--- src/rtl/dot_seq_ctrl.sv ---
// Dot-product sequencer: fetches N operand pairs, streams them into an external MAC and returns the sum.
// Optional macro DOT_SEQ_RELU_EN clamps a negative (two's complement) accumulator to zero at capture.
module dot_seq_ctrl #(
  parameter int INPUT_WIDTH       = 8,
  parameter int ACCUMULATOR_WIDTH = 32,
  parameter int ADDR_WIDTH        = 8
) (
  input  logic                         clk,
  input  logic                         reset,
  input  logic                         start,
  input  logic [ADDR_WIDTH-1:0]        len,
  input  logic [ADDR_WIDTH-1:0]        base_a,
  input  logic [ADDR_WIDTH-1:0]        base_b,
  output logic                         busy,
  output logic                         rd_en,
  output logic [ADDR_WIDTH-1:0]        rd_addr_a,
  output logic [ADDR_WIDTH-1:0]        rd_addr_b,
  input  logic [INPUT_WIDTH-1:0]       rd_data_a,
  input  logic [INPUT_WIDTH-1:0]       rd_data_b,
  output logic                         mac_rst,
  output logic [INPUT_WIDTH-1:0]       mac_a,
  output logic [INPUT_WIDTH-1:0]       mac_b,
  input  logic [ACCUMULATOR_WIDTH-1:0] mac_p,
  output logic [ACCUMULATOR_WIDTH-1:0] result_data,
  output logic                         result_valid,
  input  logic                         result_ready
);

  typedef enum logic [2:0] {
    IDLE,
    CLEAR,
    FETCH,
    DRAIN,
    DONE
  } state_t;

  state_t                         state;
  state_t                         next_state;
  logic [ADDR_WIDTH-1:0]          len_q;
  logic [ADDR_WIDTH-1:0]          base_a_q;
  logic [ADDR_WIDTH-1:0]          base_b_q;
  logic [ADDR_WIDTH-1:0]          k;
  logic [1:0]                     drain_cnt;
  logic                           data_vld;
  logic [ACCUMULATOR_WIDTH-1:0]   capture;

  always_comb begin
    next_state = state;
    case (state)
      IDLE:    if (start) next_state = CLEAR;
      CLEAR:   next_state = (len_q != '0) ? FETCH : DRAIN;
      FETCH:   if (k == len_q - ADDR_WIDTH'(1)) next_state = DRAIN;
      DRAIN:   if (drain_cnt == 2'd2) next_state = DONE;
      DONE:    if (result_valid && result_ready) next_state = IDLE;
      default: next_state = IDLE;
    endcase
  end

  always_comb begin
    busy      = (state != IDLE);
    rd_en     = (state == FETCH);
    rd_addr_a = base_a_q + k;
    rd_addr_b = base_b_q + k;
    mac_rst   = reset || (state == CLEAR);
  end

`ifdef DOT_SEQ_RELU_EN
  always_comb begin
    capture = mac_p[ACCUMULATOR_WIDTH-1] ? '0 : mac_p;
  end
`else
  always_comb begin
    capture = mac_p;
  end
`endif

  // result_valid rises one cycle after the DONE-entry capture, so the first DONE cycle never handshakes.
  always_ff @(posedge clk) begin
    if (reset) begin
      state        <= IDLE;
      len_q        <= '0;
      base_a_q     <= '0;
      base_b_q     <= '0;
      k            <= '0;
      drain_cnt    <= '0;
      data_vld     <= 1'b0;
      mac_a        <= '0;
      mac_b        <= '0;
      result_data  <= '0;
      result_valid <= 1'b0;
    end else begin
      state <= next_state;
      if (state == IDLE && start) begin
        len_q    <= len;
        base_a_q <= base_a;
        base_b_q <= base_b;
        k        <= '0;
      end else if (state == FETCH) begin
        k <= k + ADDR_WIDTH'(1);
      end
      drain_cnt <= (state == DRAIN) ? drain_cnt + 2'd1 : 2'd0;
      data_vld  <= rd_en;
      mac_a     <= data_vld ? rd_data_a : '0;
      mac_b     <= data_vld ? rd_data_b : '0;
      if (state == DRAIN && next_state == DONE) begin
        result_data <= capture;
      end
      result_valid <= (state == DONE) && !(result_valid && result_ready);
    end
  end

endmodule

--- config.mk ---
export PLATFORM = sky130hd
export DESIGN_NAME = dot_seq_ctrl
export DESIGN_NICKNAME = d
export VERILOG_FILES = /design/src/rtl/dot_seq_ctrl.sv
export SDC_FILE = /design/constraint.sdc
export NUM_CORES = 1
export LEC_CHECK = 0
export BUFFER_PORTS_ARGS = -buffer_cell sky130_fd_sc_hd__buf_2
export CORE_ASPECT_RATIO = 0.9
export CORE_UTILIZATION = 44
export CTS_CLUSTER_SIZE = 16
export DETAILED_ROUTE_END_ITERATION = 8
export GPL_ROUTABILITY_DRIVEN = 0
export PLACE_DENSITY = 0.73
export SLEW_MARGIN = 20
export SYNTH_ARGS = -nofsm -noshare
export SYNTH_HDL_FRONTEND = slang
export SYNTH_SLANG_ARGS = --single-unit
--- constraint.sdc ---
create_clock -name clk -period 2.05 [get_ports clk]
set_clock_uncertainty 0.15 [all_clocks]
set_input_delay 0.41 -clock clk [delete_from_list [all_inputs] [get_ports clk]]
set_output_delay 0.41 -clock clk [all_outputs]
set_load 0.005 [all_outputs]
# ---- After elaboration in Yosys (flattened, before gate mapping)
# Index checks and enable logic that the tools add are counted.
dict set report totals {
  register_bits 87
  latchBits 0
  ramBits 0
  mem_bits_ro 0
  in_bits 76
  output_inout_bits 68
  mem_count 0
}
dict set report classes {
  addsub 5
  multipliers 0
  n_div 0
  n_lt_le_gt_ge 0
  eq_ne 7
  shift 0
  mux 6
  bitwise 2
  n_reduce_logical 12
}
# operator n
set op_table {}
lappend op_table {{$add A8 B8 Y8} 2}
lappend op_table {{$pmux W3 S5} 1}
lappend op_table {{$mux W3} 4}
lappend op_table {{$add A8 B1 Y8 const B} 1}
lappend op_table {{$eq A8 B8 Y1} 1}
lappend op_table {{$reduce_bool A8 Y1} 1}
lappend op_table {{$sub A8 B1 Y8 const B} 1}
lappend op_table {{$eq A3 B2 Y1 const B} 2}
lappend op_table {{$eq A3 B3 Y1 const B} 2}
lappend op_table {{$reduce_or A2 Y1} 3}
lappend op_table {{$logic_and A1 B1 Y1} 4}
lappend op_table {{$eq A3 B1 Y1 const B} 1}
lappend op_table {{$logic_not A3 Y1} 1}
lappend op_table {{$reduce_bool A3 Y1} 1}
lappend op_table {{$add A2 B1 Y2 const B} 1}
lappend op_table {{$eq A2 B2 Y1 const B} 1}
lappend op_table {{$not A1 Y1} 2}
lappend op_table {{$logic_not A1 Y1} 1}
lappend op_table {{$logic_or A1 B1 Y1} 1}
lappend op_table {{$mux W1} 1}

# ---- Depth between registers and ports, before layout
# Gate-level depths: netlist of run 1.
dict set report depth {
  ltp_word 6
  ltp_mapped 8
}

# ---- Worst setup path before layout of run 1
# OpenSTA, ideal clock, no wires.
dict set report synth_path {
  kind {reg2out}
  startpoint {reg k[0]}
  endpoint {out rd_addr_a[6]}
  arrival_time_ns 1.690
  required_time_ns 1.490
  slack_ns -0.200
  stages_incl_launch_ff 9
  path_buffers 0
  cell_sequence {dfxtp_1 -> ha_1 -> inv_1 -> fa_1 -> nor2b_1 -> o21ai_0 -> a21boi_0 -> or4_1 -> nand3_1}
}
dict set report synth_via {
  elab_chain_len 1
}
# item line_no
set synth_lines {}
lappend synth_lines {{start: declaration} 42} ;# logic [ADDR_WIDTH-1:0] k;
lappend synth_lines {{start signal: assignment} 99} ;# k <= k + ADDR_WIDTH'(1);
lappend synth_lines {{$add A8 B8 Y8} 62} ;# rd_addr_a = base_a_q + k;
lappend synth_lines {{end: declaration} 16} ;# output logic [ADDR_WIDTH-1:0] rd_addr_a,
# No other way between the ends.

# ---- Worst setup path after layout of run 1
dict set report layout_path {
  startpoint {reg k[2]}
  endpoint {out rd_addr_b[6]}
}
dict set report layout_via {
  elab_chain_len 1
}
# item line_no
set layout_lines {}
lappend layout_lines {{$add A8 B8 Y8} 63} ;# rd_addr_b = base_b_q + k;
lappend layout_lines {{end: declaration} 17} ;# output logic [ADDR_WIDTH-1:0] rd_addr_b,
# No other way between the ends.

==> results.yml, run 1 <==
timing:
  whs_ns: 0.0911
  fin_crit_sh_pct: 129
  finalWorstSetupSlack_ns: -0.586
  slew_viol_final: 0
  max_slew.worst_pin.slew_ns: 0.801
  rsz0062_at_grt: "yes"
  layout_min_cycle_time_ns: 2.64
  relSlewSlack_pct: 46.5
  report.final.hold_viol_count: 0
  fmaxAchievable_mhz: 379
  setup_viol: 14
  tns_ns: -4.77
logic_synthesis:
  syn_inst: 461
  ys_seq_elements: 87
  synth_area_um2: 3820
  synth_nets: 556
  yosysSeqAreaShare_pct: 45.6
  synth_area_leaders: "dfxtp_1 46%, nand2_1 12%, a21oi_1 7.9%, ha_1 5.6%, xnor2_1 3.7%"
  ys_types: 40
  ys.flop_type: "dfxtp_1"
  synth_edf_count: 0
  yosys.area.top_type_share_pct: 45.6
  async_flop_share_pct: 0
  synth.largest_area_cell: "dfxtp_1"
  syn_avg_cell_area_um2: 8.28
  yosysWarnings: 0
critical_path:
  r2r_start: "state[1]"
  crit_start: "k[2]"
  required_ns: 1.49
  cp_max_fo: 3
  end_kind: "primary output"
  start_kind: "flop"
  crit_type: "reg -> out"
  r2r_slack_ns: 0.34
  critPathArrivalTime_ns: 2.08
status:
  violations: "negative setup slack"
  outcome: "complete, but fails checks"
hold_path:
  hold_start: "rd_data_a[0]"
  worstHoldPathType: "in -> reg"
floorplan:
  start_util_pct: 46.4
  fp.dieW_um: 100
  die_h_um: 90.4
  fp.dieArea_um2: 9050
  ios: 144
  rows: 31
  core_um2: 8220
placed_design:
  portBuffers: 143
  dp.cells: 716
  place_hpwl_um: 7030
power_and_ir_drop:
  ir_drop_uv: 455
  leakage_uw: 0.00235
  p_seq_share_pct: 50.4
  total_switching_power_uw: 992
  p_comb_share_pct: 13.5
  p_per_area_nw_per_um2: 695
  p_int_uw: 2570
  pwr-share-clk_pct: 36.1
  switching_share_pct: 27.8
detailed_routing:
  vias: 3603
  drt-pass1-iter-count: 4
  viasPerCell: 4.90
  drc_errors: 0
  ant_nets: 0
  wl_per_cell_um: 13.5
  routed_wl_um: 9930
  dr.first_iter.drc_count: 117
clock_tree:
  cts_buffers: 9
  h-tree-depth: 3
  cts_tree: "built"
  cts_root_buffer: "clkbuf_8"
  cts_buffer_depth: 2
  insertion_delay_ns: 0.37
  clock_sinks: 87
  clk_pin_slew_worst_paths_ns: 0.10
  ctsHoldBuffers: 0
global_route:
  gr-total-overflow: 0
  first_global_vias: 3544
  antenna_found_initial: 0
  grt_max_degree: 50
  grt_pass1_wl_um: 16300
  grt.total_usage_pct: 22.6
layout:
  drive_gt1_share_pct: 36.1
  final_cells: 735
  area_growth_pct: 34.3
  antenna_cells: 0
  fin_nets: 710
run:
  maxCapViolations: 0
==> cells in the mapped netlist, types with 3 or more instances <==
master    count
a21oi_1      60
and2_1       16
buf_2        14
clkbuf_1      8
dfxtp_1      87
ha_1         17
inv_1        15
nand2_1     122
nand2b_1      4
nand3_1       7
nand4_1       3
nor2_1       23
nor2b_1       5
nor3_1        7
nor4_1        3
o211ai_1      3
o21ai_0       5
o21bai_1      3
o31a_1        3
xnor2_1      16
xor2_1       11
==> final timing paths <==
check	end	cells after the start
min reg2reg	drain_cnt[0]	1
max reg2reg	k[7]	5
max	rd_addr_b[6]	7
min	mac_a[0]	2
==> registers in the layout (all words and copies together), names as in the netlist <==
signal and flops:
result_data 32, base_a_q 8, base_b_q 8, k 8, len_q 8, mac_a 8
mac_b 8, state 3, drain_cnt 2, data_vld 1, result_valid 1
==> power by group through the flow <==
stage / clock network (µW) / logic (µW) / registers [µW]
after detailed placement: 0 / 455 / 1830
after floorplan: 0 / 282 / 1810
after global placement: 0 / 445 / 1830
final: 1290 / 483 / 1790
after global routing: 1380 / 535 / 1800
after CTS: 1310 / 465 / 1790
==> layout make-up <==
type	count	area, µm²
repair buffers	168	936
clock buffers	9	124
clock inverters	7	86.3
well taps	115	144
multi-input cells	334	2020
flip-flops and latches	87	1760
inverters	15	56.3
fillers	742	3100
==> critical path, cell delays in order (launching register included) <==
cell and delay [ns]:
dfxtp_2 0.37, ha_1 0.30, nor2b_2 0.17, o21ai_2 0.17, a21boi_2 0.09, or4_1 0.41, nand3_1 0.09, buf_2 0.11
==> kinds of logic after synthesis <==
kind of cell	Yosys count	share of synthesized area [%]
compound gates	84	12.4
xor+xnor	27	6.19
fa+ha+maj	19	6.62
buf+inv	40	4.79
flops	87	45.6
mux	2	0.524
simple gates	202	23.9
==> cell usage in the layout, fill, tap and decap left out, drive strengths merged, types with 4 or more instances in the layout <==
| master | synthesis | layout |
|---|---|---|
| nand2 | 122 | 122 |
| clkbuf | 8 | 9 |
| dfxtp | 87 | 87 |
| buf | 17 | 168 |
| nand3 | 8 | 8 |
| nand2b | 4 | 4 |
| xnor2 | 16 | 16 |
| nor2b | 5 | 5 |
| ha | 17 | 17 |
| inv | 15 | 20 |
| and2 | 16 | 16 |
| xor2 | 11 | 11 |
| a21oi | 60 | 60 |
| nor2 | 24 | 24 |
| o21ai | 5 | 5 |
| nor3 | 8 | 8 |
==> metrics by stage <==
| step | setup slack [ns] | utilization, % | total power (µW) | cell area (µm²) |
|---|---|---|---|---|
| global route | -0.696 | 62.4 | 3720 | 5130 |
| finish | -0.586 | 62.4 | 3560 | 5130 |
| CTS | -0.599 | 61.2 | 3560 | 5030 |
| global placement | -0.179 | 57.6 | 2270 | 4740 |
| floorplan | -0.0498 | - | 2090 | 3830 |
| detailed placement | -0.226 | 57.6 | 2280 | 4740 |
==> layer usage <==
metal  routed length (µm)  global-route usage [%]  vias up
li1                     -                       -     1823
met1                 4520                    29.1     1656
met2                 4620                    36.6      111
met3                  681                    7.59       13
met4                  111                    4.83        0
met5                    0                       0        -
==> repair_timing <==
action / CTS / global route
buffers inserted: 2 / 2
endpoints found under the setup margin: 14 / 15
resized for setup: 16 / 26
pin swaps: 5 / 11
Power figures use the tool's default switching activity.
==> inputs of run 2 (changes only) <==
Settings changed: CORE_MARGIN from default to 5, CORE_UTILIZATION 44 to 50, PLACE_DENSITY 0.73 to 0.9.
Clock period 2.05 ns to 3.17 ns, I/O delays scaled along.
==> results.yml, run 2 (synthesis results as in run 1) <==
layout:
  largest_reg_flops: 32
  register_area_um2: 1750
  fillers: 648
  multi_input_comb_area_um2: 1900
  antenna_cells: 0
  fin_nets: 691
  final_cells: 697
  regMostFlops: "result_data"
  drive_gt1_share_pct: 29.0
  final_common_cell: "buf_2"
  area_growth_pct: 25.5
  post-route-util_pct: 63.8
  layout_common_cells: "143 x buf_2, 122 x nand2_1, 85 x dfxtp_1"
clock_tree:
  cts_buffer_depth: 2
  cts_tree: "built"
  post_cts_buffers: 0
  clock_sinks: 87
  clk_pin_slew_worst_paths_ns: 0.09
  insertion_delay_ns: 0.35
  cts_buffers: 9
  h-tree-depth: 3
  cts_root_buffer: "clkbuf_8"
floorplan:
  start_util_pct: 50.8
  rows: 30
  ios: 144
  core_um2: 7510
  fp.dieArea_um2: 9490
  fp.dieW_um: 102
  die_h_um: 92.9
power_and_ir_drop:
  p_per_area_nw_per_um2: 469
  totalPowerFinal_uw: 2250
  leakage_uw: 0.00221
  ir_drop_uv: 357
detailed_routing:
  wl_met2_um: 4790
  vias: 3573
  wl_met1_um: 3840
  routed_wl_um: 9850
  wl_per_cell_um: 14.1
  drc_errors: 0
  top_layer_used: "met4"
  wl_met3_um: 1090
  ant_nets: 0
  viasPerCell: 5.13
  drt-pass1-iter-count: 4
  dr.first_iter.drc_count: 185
timing:
  layout_min_cycle_time_ns: 3.02
  slew_viol_final: 0
  max_slew.worst_pin.slew_ns: 0.792
  setup_viol: 0
  fin_crit_sh_pct: 95.3
  rsz0062_at_grt: "no"
  relSlewSlack_pct: 47.1
  fmaxAchievable_mhz: 331
  tns_ns: 0
  whs_ns: 0.284
  report.final.hold_viol_count: 0
critical_path:
  r2r_slack_ns: 1.34
  required_ns: 2.39
  reg2reg_depth: 5
  crit_end: "rd_addr_b[7]"
  start_kind: "flop"
  r2r_start: "state[1]"
  cp.depth: 6
  cp_slowest_stage_delay_ns: 0.52
  crit_type: "reg -> out"
  crit_start: "k[3]"
  r2r_end: "k[5]"
  critPathArrivalTime_ns: 2.24
  cp_slowest_cell: "dfxtp_1"
  critical_path.cell_chain: "ha_1 -> o21a_1 -> o31a_1 -> o41ai_1 -> xnor2_1 -> buf_2"
  cp_max_fo: 7
  cp_top_family: "compound AO/OA/AOI/OAI gates"
  end_kind: "primary output"
  crit_buf_inv: 1
hold_path:
  worstHoldPathType: "reg -> reg"
placed_design:
  portBuffers: 143
  place_hpwl_um: 7560
  dp.cells: 681
global_route:
  antenna_found_initial: 0
  grt.total_usage_pct: 21.0
  grt_pass1_wl_um: 16000
  gr-total-overflow: 0
  grt_max_degree: 35
  first_global_vias: 3503
status:
  outcome: "complete, no violations"
run:
  maxCapViolations: 0
[run 2: cell count changes in the layout (fill, tap and decap cells not counted), sizes merged]
cell | previous run | this run
clkinv | 0 | 1
buf | 168 | 149
clkinvlp | 1 | 0
[run 2: cell type report]
class	instances	share of cell area [%]
flip-flops and latches	87	36.4
clock inverters	7	1.78
inverters	15	1.17
well taps	96	2.51
clock buffers	9	2.58
repair buffers	149	15.9
multi-input cells	334	39.6
[run 2: power breakdown]
| part | internal (µW) | switching [µW] |
|---|---|---|
| registers | 1130 | 33.6 |
| clock network | 383 | 428 |
| logic | 131 | 148 |
| total | 1640 | 610 |
[run 2: worst min-delay path by stage]
stage,start,endpoint,slack (ns),depth (start not counted)
after floorplan,drain_cnt[0],drain_cnt[0],0.25,1
after global placement,drain_cnt[0],drain_cnt[0],0.26,1
after detailed placement,drain_cnt[0],drain_cnt[0],0.28,1
after CTS,drain_cnt[0],drain_cnt[0],0.29,1
after global routing,rd_data_a[2],mac_a[2],0.30,2
final,drain_cnt[0],drain_cnt[0],0.28,1
[run 2: timing repair]
item	CTS	global route
gates resized for setup	2	6
hold buffers	0	0
pin swaps	0	1
setup endpoints to repair	2	4
[run 2: through the flow]
stage | cell area (µm²) | setup slack (ns)
after floorplan | 3820 | 0.696
after global placement | 4570 | 0.459
after detailed placement | 4570 | 0.325
after CTS | 4780 | 0.0836
after global routing | 4790 | 0.0224
final | 4790 | 0.148
[run 2: worst register-to-register path: cells and delay by family, from the launching register on]
family	cells	cell delay [ns]
flops	1	0.49
xor+xnor	1	0.17
simple gates	4	0.92
[run 2: routing by layer]
metal	global-route usage, %	vias to the layer above
met2	35.8	149
li1	-	1786
met5	0	-
met4	5.25	0
met1	23.9	1625
met3	9.49	13
